[config.mk]
export PLATFORM = sky130hd
export DESIGN_NAME = spi_slave_core
export DESIGN_NICKNAME = d
export VERILOG_FILES = /design/src/rtl/spi_slave_core.sv
export SDC_FILE = /design/constraint.sdc
export NUM_CORES = 1
export LEC_CHECK = 0
export CORE_MARGIN = 5
export CORE_UTILIZATION = 48
export CTS_CLUSTER_SIZE = 12
export DETAILED_ROUTE_END_ITERATION = 7
export MAX_ROUTING_LAYER = met4
export PLACE_DENSITY = 0.74
export SETUP_SLACK_MARGIN = 0.2
export SYNTH_ARGS = -nofsm -noshare
export SYNTH_HDL_FRONTEND = slang
export SYNTH_SLANG_ARGS = --single-unit
[constraint.sdc]
create_clock -name clk_i -period 1.8 [get_ports clk_i]
set_clock_uncertainty 0.1 [all_clocks]
set_input_delay 0.18 -clock clk_i [delete_from_list [all_inputs] [get_ports clk_i]]
set_output_delay 0.18 -clock clk_i [all_outputs]
set_load 0.03 [all_outputs]
[src/rtl/spi_slave_core.sv]
`timescale 1ns/1ps
`default_nettype none
// ============================================================================
// Module   : spi_slave_core
// Purpose  : Single-lane SPI target running entirely in the clk_i domain.
//            SCK, NSS and MOSI are oversampled through synchronizers and
//            edge-detected. Local logic sees a byte-wide receive pulse
//            interface and a one-entry transmit holding register.
// Ports    : clk_i          system clock (f_sck <= f_clk/8)
//            rst_n_i        asynchronous active-low reset
//            spi_sck_i      SPI clock from the master
//            spi_nss_i      chip select, active low
//            spi_mosi_i     master-out data
//            spi_miso_o     slave-out data
//            spi_miso_en_o  MISO pad output enable (1 = drive)
//            tx_valid_i     TX byte offered
//            tx_data_i      TX byte
//            tx_ready_o     TX holding register empty
//            tx_underrun_o  one-cycle pulse: DUMMY_BYTE was loaded
//            rx_valid_o     one-cycle pulse: rx_data_o holds a new byte
//            rx_data_o      last received byte
//            busy_o         frame in progress (synchronized NSS low)
//            frame_done_o   one-cycle pulse at end of frame
// Revision : 1.0 - initial release
// ============================================================================
module spi_slave_core #(
    parameter bit         CPOL        = 1'b0,
    parameter bit         CPHA        = 1'b0,
    parameter bit         LSB_FIRST   = 1'b0,
    parameter int         SYNC_STAGES = 2,
    parameter logic [7:0] DUMMY_BYTE  = 8'hFF
) (
    input  logic       clk_i,
    input  logic       rst_n_i,
    input  logic       spi_sck_i,
    input  logic       spi_nss_i,
    input  logic       spi_mosi_i,
    output logic       spi_miso_o,
    output logic       spi_miso_en_o,
    input  logic       tx_valid_i,
    input  logic [7:0] tx_data_i,
    output logic       tx_ready_o,
    output logic       tx_underrun_o,
    output logic       rx_valid_o,
    output logic [7:0] rx_data_o,
    output logic       busy_o,
    output logic       frame_done_o
);

    // A single flop is not a synchronizer; clamp the depth to at least two.
    localparam int c_SYNC_DEPTH = (SYNC_STAGES < 2) ? 2 : SYNC_STAGES;

    typedef enum logic [0:0] {
        ST_IDLE   = 1'b0,
        ST_ACTIVE = 1'b1
    } state_t;

    // ------------------------------------------------------------------------
    // Input synchronizers
    // ------------------------------------------------------------------------
    logic [c_SYNC_DEPTH-1:0] r_sck_sync;
    logic [c_SYNC_DEPTH-1:0] r_nss_sync;
    logic [c_SYNC_DEPTH-1:0] r_mosi_sync;
    logic                    r_sck_d;

    logic w_sck_s;
    logic w_nss_s;
    logic w_mosi_s;

    always_ff @(posedge clk_i or negedge rst_n_i) begin
        if (!rst_n_i) begin
            r_sck_sync  <= {c_SYNC_DEPTH{CPOL}};
            r_nss_sync  <= {c_SYNC_DEPTH{1'b1}};
            r_mosi_sync <= '0;
            r_sck_d     <= CPOL;
        end else begin
            r_sck_sync  <= {r_sck_sync[c_SYNC_DEPTH-2:0], spi_sck_i};
            r_nss_sync  <= {r_nss_sync[c_SYNC_DEPTH-2:0], spi_nss_i};
            r_mosi_sync <= {r_mosi_sync[c_SYNC_DEPTH-2:0], spi_mosi_i};
            r_sck_d     <= w_sck_s;
        end
    end

    assign w_sck_s  = r_sck_sync[c_SYNC_DEPTH-1];
    assign w_nss_s  = r_nss_sync[c_SYNC_DEPTH-1];
    assign w_mosi_s = r_mosi_sync[c_SYNC_DEPTH-1];

    // ------------------------------------------------------------------------
    // Frame state machine
    // ------------------------------------------------------------------------
    state_t r_state;
    state_t w_state_nxt;
    logic   w_frame_start;
    logic   w_frame_end;
    logic   r_frame_done;

    always_ff @(posedge clk_i or negedge rst_n_i) begin
        if (!rst_n_i) begin
            r_state      <= ST_IDLE;
            r_frame_done <= 1'b0;
        end else begin
            r_state      <= w_state_nxt;
            r_frame_done <= w_frame_end;
        end
    end

    always_comb begin
        w_state_nxt   = r_state;
        w_frame_start = 1'b0;
        w_frame_end   = 1'b0;
        case (r_state)
            ST_IDLE: begin
                if (!w_nss_s) begin
                    w_state_nxt   = ST_ACTIVE;
                    w_frame_start = 1'b1;
                end
            end
            ST_ACTIVE: begin
                if (w_nss_s) begin
                    w_state_nxt = ST_IDLE;
                    w_frame_end = 1'b1;
                end
            end
            default: w_state_nxt = ST_IDLE;
        endcase
    end

    // ------------------------------------------------------------------------
    // SCK edge classification. Leading = away from the idle level.
    // Edges only count inside a frame with NSS still asserted.
    // ------------------------------------------------------------------------
    logic w_sck_lead;
    logic w_sck_trail;
    logic w_edge_en;
    logic w_sample_edge;
    logic w_shift_edge;

    assign w_sck_lead    = (r_sck_d == CPOL) && (w_sck_s != CPOL);
    assign w_sck_trail   = (r_sck_d != CPOL) && (w_sck_s == CPOL);
    assign w_edge_en     = (r_state == ST_ACTIVE) && !w_nss_s;
    assign w_sample_edge = w_edge_en && (CPHA ? w_sck_trail : w_sck_lead);
    assign w_shift_edge  = w_edge_en && (CPHA ? w_sck_lead  : w_sck_trail);

    // ------------------------------------------------------------------------
    // Receive path
    // ------------------------------------------------------------------------
    logic [7:0] r_rx_shift;
    logic [2:0] r_rx_cnt;
    logic [7:0] r_rx_data;
    logic       r_rx_valid;
    logic [7:0] w_rx_shift_nxt;

    assign w_rx_shift_nxt = LSB_FIRST ? {w_mosi_s, r_rx_shift[7:1]}
                                      : {r_rx_shift[6:0], w_mosi_s};

    always_ff @(posedge clk_i or negedge rst_n_i) begin
        if (!rst_n_i) begin
            r_rx_shift <= 8'h00;
            r_rx_cnt   <= 3'd0;
            r_rx_data  <= 8'h00;
            r_rx_valid <= 1'b0;
        end else begin
            r_rx_valid <= 1'b0;
            if (w_frame_start || w_frame_end) begin
                // A partial byte at frame end is simply dropped.
                r_rx_shift <= 8'h00;
                r_rx_cnt   <= 3'd0;
            end else if (w_sample_edge) begin
                r_rx_shift <= w_rx_shift_nxt;
                r_rx_cnt   <= r_rx_cnt + 3'd1;
                if (r_rx_cnt == 3'd7) begin
                    r_rx_data  <= w_rx_shift_nxt;
                    r_rx_valid <= 1'b1;
                end
            end
        end
    end

    // ------------------------------------------------------------------------
    // Transmit path
    // CPHA=0: the first bit must be on MISO before the first sample edge, so
    //         the byte is loaded at frame start and after every 8th shift.
    // CPHA=1: the first shift edge of a byte both loads and presents bit 0;
    //         r_tx_loaded tells the very first edge of a frame apart.
    // ------------------------------------------------------------------------
    logic [7:0] r_hold;
    logic       r_hold_full;
    logic [7:0] r_tx_byte;
    logic [2:0] r_tx_bit;
    logic       r_tx_loaded;
    logic       r_tx_underrun;
    logic       w_load;
    logic       w_accept;
    logic [2:0] w_tx_idx;

    assign w_load = CPHA ? (w_shift_edge && (!r_tx_loaded || (r_tx_bit == 3'd7)))
                         : (w_frame_start || (w_shift_edge && (r_tx_bit == 3'd7)));

    assign w_accept = tx_valid_i && !r_hold_full;
    assign w_tx_idx = LSB_FIRST ? r_tx_bit : (3'd7 - r_tx_bit);

    always_ff @(posedge clk_i or negedge rst_n_i) begin
        if (!rst_n_i) begin
            r_tx_byte     <= 8'h00;
            r_tx_bit      <= 3'd0;
            r_tx_loaded   <= 1'b0;
            r_tx_underrun <= 1'b0;
        end else begin
            r_tx_underrun <= 1'b0;
            if (w_frame_start || w_frame_end) begin
                r_tx_bit    <= 3'd0;
                r_tx_loaded <= 1'b0;
            end
            if (w_load) begin
                if (r_hold_full) begin
                    r_tx_byte <= r_hold;
                end else begin
                    r_tx_byte     <= DUMMY_BYTE;
                    r_tx_underrun <= 1'b1;
                end
                r_tx_bit    <= 3'd0;
                r_tx_loaded <= 1'b1;
            end else if (w_shift_edge) begin
                r_tx_bit <= r_tx_bit + 3'd1;
            end
        end
    end

    // Holding register. An accept can only happen while empty, so a load in
    // the same cycle always takes the dummy and the new byte waits here.
    // Frame boundaries leave the holding register untouched.
    always_ff @(posedge clk_i or negedge rst_n_i) begin
        if (!rst_n_i) begin
            r_hold      <= 8'h00;
            r_hold_full <= 1'b0;
        end else begin
            if (w_accept) begin
                r_hold      <= tx_data_i;
                r_hold_full <= 1'b1;
            end else if (w_load && r_hold_full) begin
                r_hold_full <= 1'b0;
            end
        end
    end

    // ------------------------------------------------------------------------
    // Outputs
    // ------------------------------------------------------------------------
    assign spi_miso_o    = (r_state == ST_ACTIVE) && r_tx_byte[w_tx_idx];
    assign spi_miso_en_o = (r_state == ST_ACTIVE);
    assign busy_o        = (r_state == ST_ACTIVE);
    assign frame_done_o  = r_frame_done;
    assign tx_ready_o    = !r_hold_full;
    assign tx_underrun_o = r_tx_underrun;
    assign rx_valid_o    = r_rx_valid;
    assign rx_data_o     = r_rx_data;

endmodule
`default_nettype wire

==> results.sh <==
export IMPL_status="finished, violations left"
export IMPL_violations="setup timing"
export IMPL_dr_pass1_iters=4
export IMPL_ys_ff_latch=49
export IMPL_cp_required_ns=1.52
export IMPL_end_kind="primary output"
export IMPL_worstPathArrival_ns=1.63
export IMPL_crit_path_max_fanout=4
export IMPL_cts_sinks=49
export IMPL_die_w_um=75.1
export IMPL_area_delta_synth_final_pct=39.2
export IMPL_reg2reg_slack_ns=-0.04
export IMPL_dr_first_iter_drc_count=25
export IMPL_grt_total_usage=0.166
export IMPL_slew_viol_final=0
export IMPL_postLayoutCoreUtil=0.698
export IMPL_relSlewSlack=0.509
export IMPL_worstPathBufferInverterCount=2
export IMPL_critPathLaunchType="register"
export IMPL_worstHoldPathType="in -> reg"
export IMPL_cp_slowest_stage_delay_ns=0.50
export IMPL_synthesis_nets=162
export IMPL_worstPathCellList="buf_6 -> mux4_2 -> nor2_2 -> a311oi_2 -> buf_4"
export IMPL_syn_area_per_cell_um2=14.4
export IMPL_fin_crit_ns=1.91
export IMPL_overflow=0
export IMPL_ir_worst_vdd_v=0.000697
export IMPL_synth_area_leaders="dfrtp_1 58%, mux2_2 14%, mux2i_1 4.9%"
export IMPL_placedInstanceArea_um2=2460
export IMPL_power_leakage_nw=1.42
export IMPL_synth_warnings=0
export IMPL_setup_viol=7
export IMPL_clockRootBuffer="clkbuf_8"
export IMPL_start_util=0.502
export IMPL_p_total_mw=2.65
export IMPL_rsz0062_at_grt="true"
export IMPL_dp_worst_setup_slack_ns=0.0133
export IMPL_portBuffers=28
export IMPL_hold_viol_final=0
export IMPL_fin_ws_ns=-0.105
export IMPL_fin_crit_sh=1.06
export IMPL_maxCapViolCount=0
export IMPL_ant_nets=0
export IMPL_critPathKind="reg -> out"
export IMPL_htree_levels=2
export IMPL_cts_path_max_buffers=2
export IMPL_worst_pin_slew_ns=0.737
export IMPL_die_y_um=75.1
export IMPL_fin_cells=247
export IMPL_vias=1262
export IMPL_synthDistinctLibCells=27
export IMPL_syn_inst=141
export IMPL_dp_hpwl_um=2610
export IMPL_drc=0
export IMPL_grt_first_pass_wirelength_um=6740
export IMPL_cts_tree="yes"
export IMPL_place_inst=224
export IMPL_yosysTopAreaCellShare=0.578
export IMPL_finalNetCount=217
export IMPL_slowest_stage="mux4_2"
export IMPL_postLayoutCellArea_um2=2830
export IMPL_yosysSeqAreaShare=0.604
export IMPL_crit_family="multiplexers"
export IMPL_p_per_area_nw_per_um2=937
export IMPL_routed_via_density=5.11
export IMPL_antennaDiodeCount=0
export IMPL_first_global_vias=1362
export IMPL_netlist_area_um2=2040
export IMPL_fp_coreArea_um2=4060
export IMPL_drive_gt1_frac=0.391
export IMPL_dieArea_um2=5640
export IMPL_hold_worst_slack_ns=0.194
export IMPL_ios=29
export IMPL_routed_wl_um=3950
export IMPL_clkSlewWorstSetupHoldPaths_ns=0.09
export IMPL_clock_latency_ns=0.30
export IMPL_place_gp_congestion=0.768
export IMPL_num_rows=23
export IMPL_synth_top_area_cell="dfrtp_1"
export IMPL_grt_max_degree=34
export IMPL_routedWlPerCell_um=16.0
export IMPL_fmax_ghz=0.525
export IMPL_antenna_found_initial=0
export IMPL_numCtsBuffers=5
export IMPL_fin_tns_setup_ns=-0.239
## layout make-up
class,count,area [um2]
flip-flops and latches,49,1230
fillers,286,1220
multi-input cells,84,898
repair buffers,52,513
clock buffers,6,72.6
well taps,50,62.6
clock inverters,2,38.8
inverters,4,17.5
## repair_timing
| item | CTS | global route |
|---|---|---|
| buffers inserted | 7 | 5 |
| setup endpoints to repair | 35 | 36 |
| gates resized for setup | 33 | 17 |
| hold buffers | 1 | 0 |
| hold endpoints to repair | 29 | 0 |
| pin swaps | 2 | 4 |
| cloned | 2 | 0 |
## power breakdown
group,internal [mW],leakage (nW),total [mW],switching [mW]
logic,0.332,0.755,0.538,0.206
clock network,0.417,0.0554,0.766,0.349
registers,1.26,0.611,1.35,0.0895
total,2.01,1.42,2.65,0.645
## cell usage in the layout (no fill, tap or decap), types with 4 or more instances in the layout
master           Yosys  routed
buf_4                2      13
buf_6                0       9
clkbuf_8             0       5
clkdlybuf4s50_1      0      12
dfrtp_1             47      46
dlygate4sd2_1        0      11
ha_1                 7       5
mux2_2              25       9
mux2_4               0      16
mux2i_1             10      10
nand2b_1             6       6
nand3b_1             4       4
nor2b_1             10      10
## Yosys cell counts
cell,n
and3b_4,1
nor2_4,1
mux4_2,1
o31ai_1,1
a21oi_1,3
nand3_1,3
a311oi_1,1
nand2b_1,6
mux2i_1,10
inv_1,4
nand3b_1,4
clkbuf_1,2
buf_4,2
nor2_1,2
buf_2,1
or3_1,1
mux2_2,25
or2b_1,2
a21o_2,1
dfrtp_1,47
dfstp_2,2
and2_1,1
ha_1,7
nand2_1,1
a21oi_4,1
xnor2_1,1
nor2b_1,10
## final timing paths
path                          startpoint            end  depth (start not counted)
setup / recovery             r_tx_bit[1]     spi_miso_o                          5
min in group asynchronous        rst_n_i   r_tx_byte[4]                          2
max in group asynchronous        rst_n_i   rx_data_o[4]                          3
hold reg to reg            r_sck_sync[0]  r_sck_sync[1]                          0
hold / removal                 spi_nss_i  r_nss_sync[0]                          1
setup reg to reg           r_nss_sync[1]   r_tx_byte[2]                          6
## layer usage
layer / up-vias / wire [um] / GRT usage
met5: - / 0 / -
met4: 0 / 80 / 0.0593
met3: 7 / 157 / 0.0521
met2: 25 / 1990 / 0.251
met1: 633 / 1730 / 0.211
li1: 597 / - / -
## logic make-up after synthesis
group	share of synthesized area
DFF	0.604
muxes	0.199
and+or+nand+nor	0.102
buffers and inverters	0.0209
AOI/OAI and AO/OA	0.0277
adders and majority gates	0.0430
xor gates and xnor gates	0.00430
## registers in the layout (all words and copies together) (netlist names), 2 cells and up
name,flops
r_hold,8
r_mosi_sync,2
r_nss_sync,2
r_rx_cnt,3
r_rx_shift,7
r_sck_sync,2
r_tx_bit,3
r_tx_byte,8
rx_data_o,8
(Power assumes the default switching activity.)
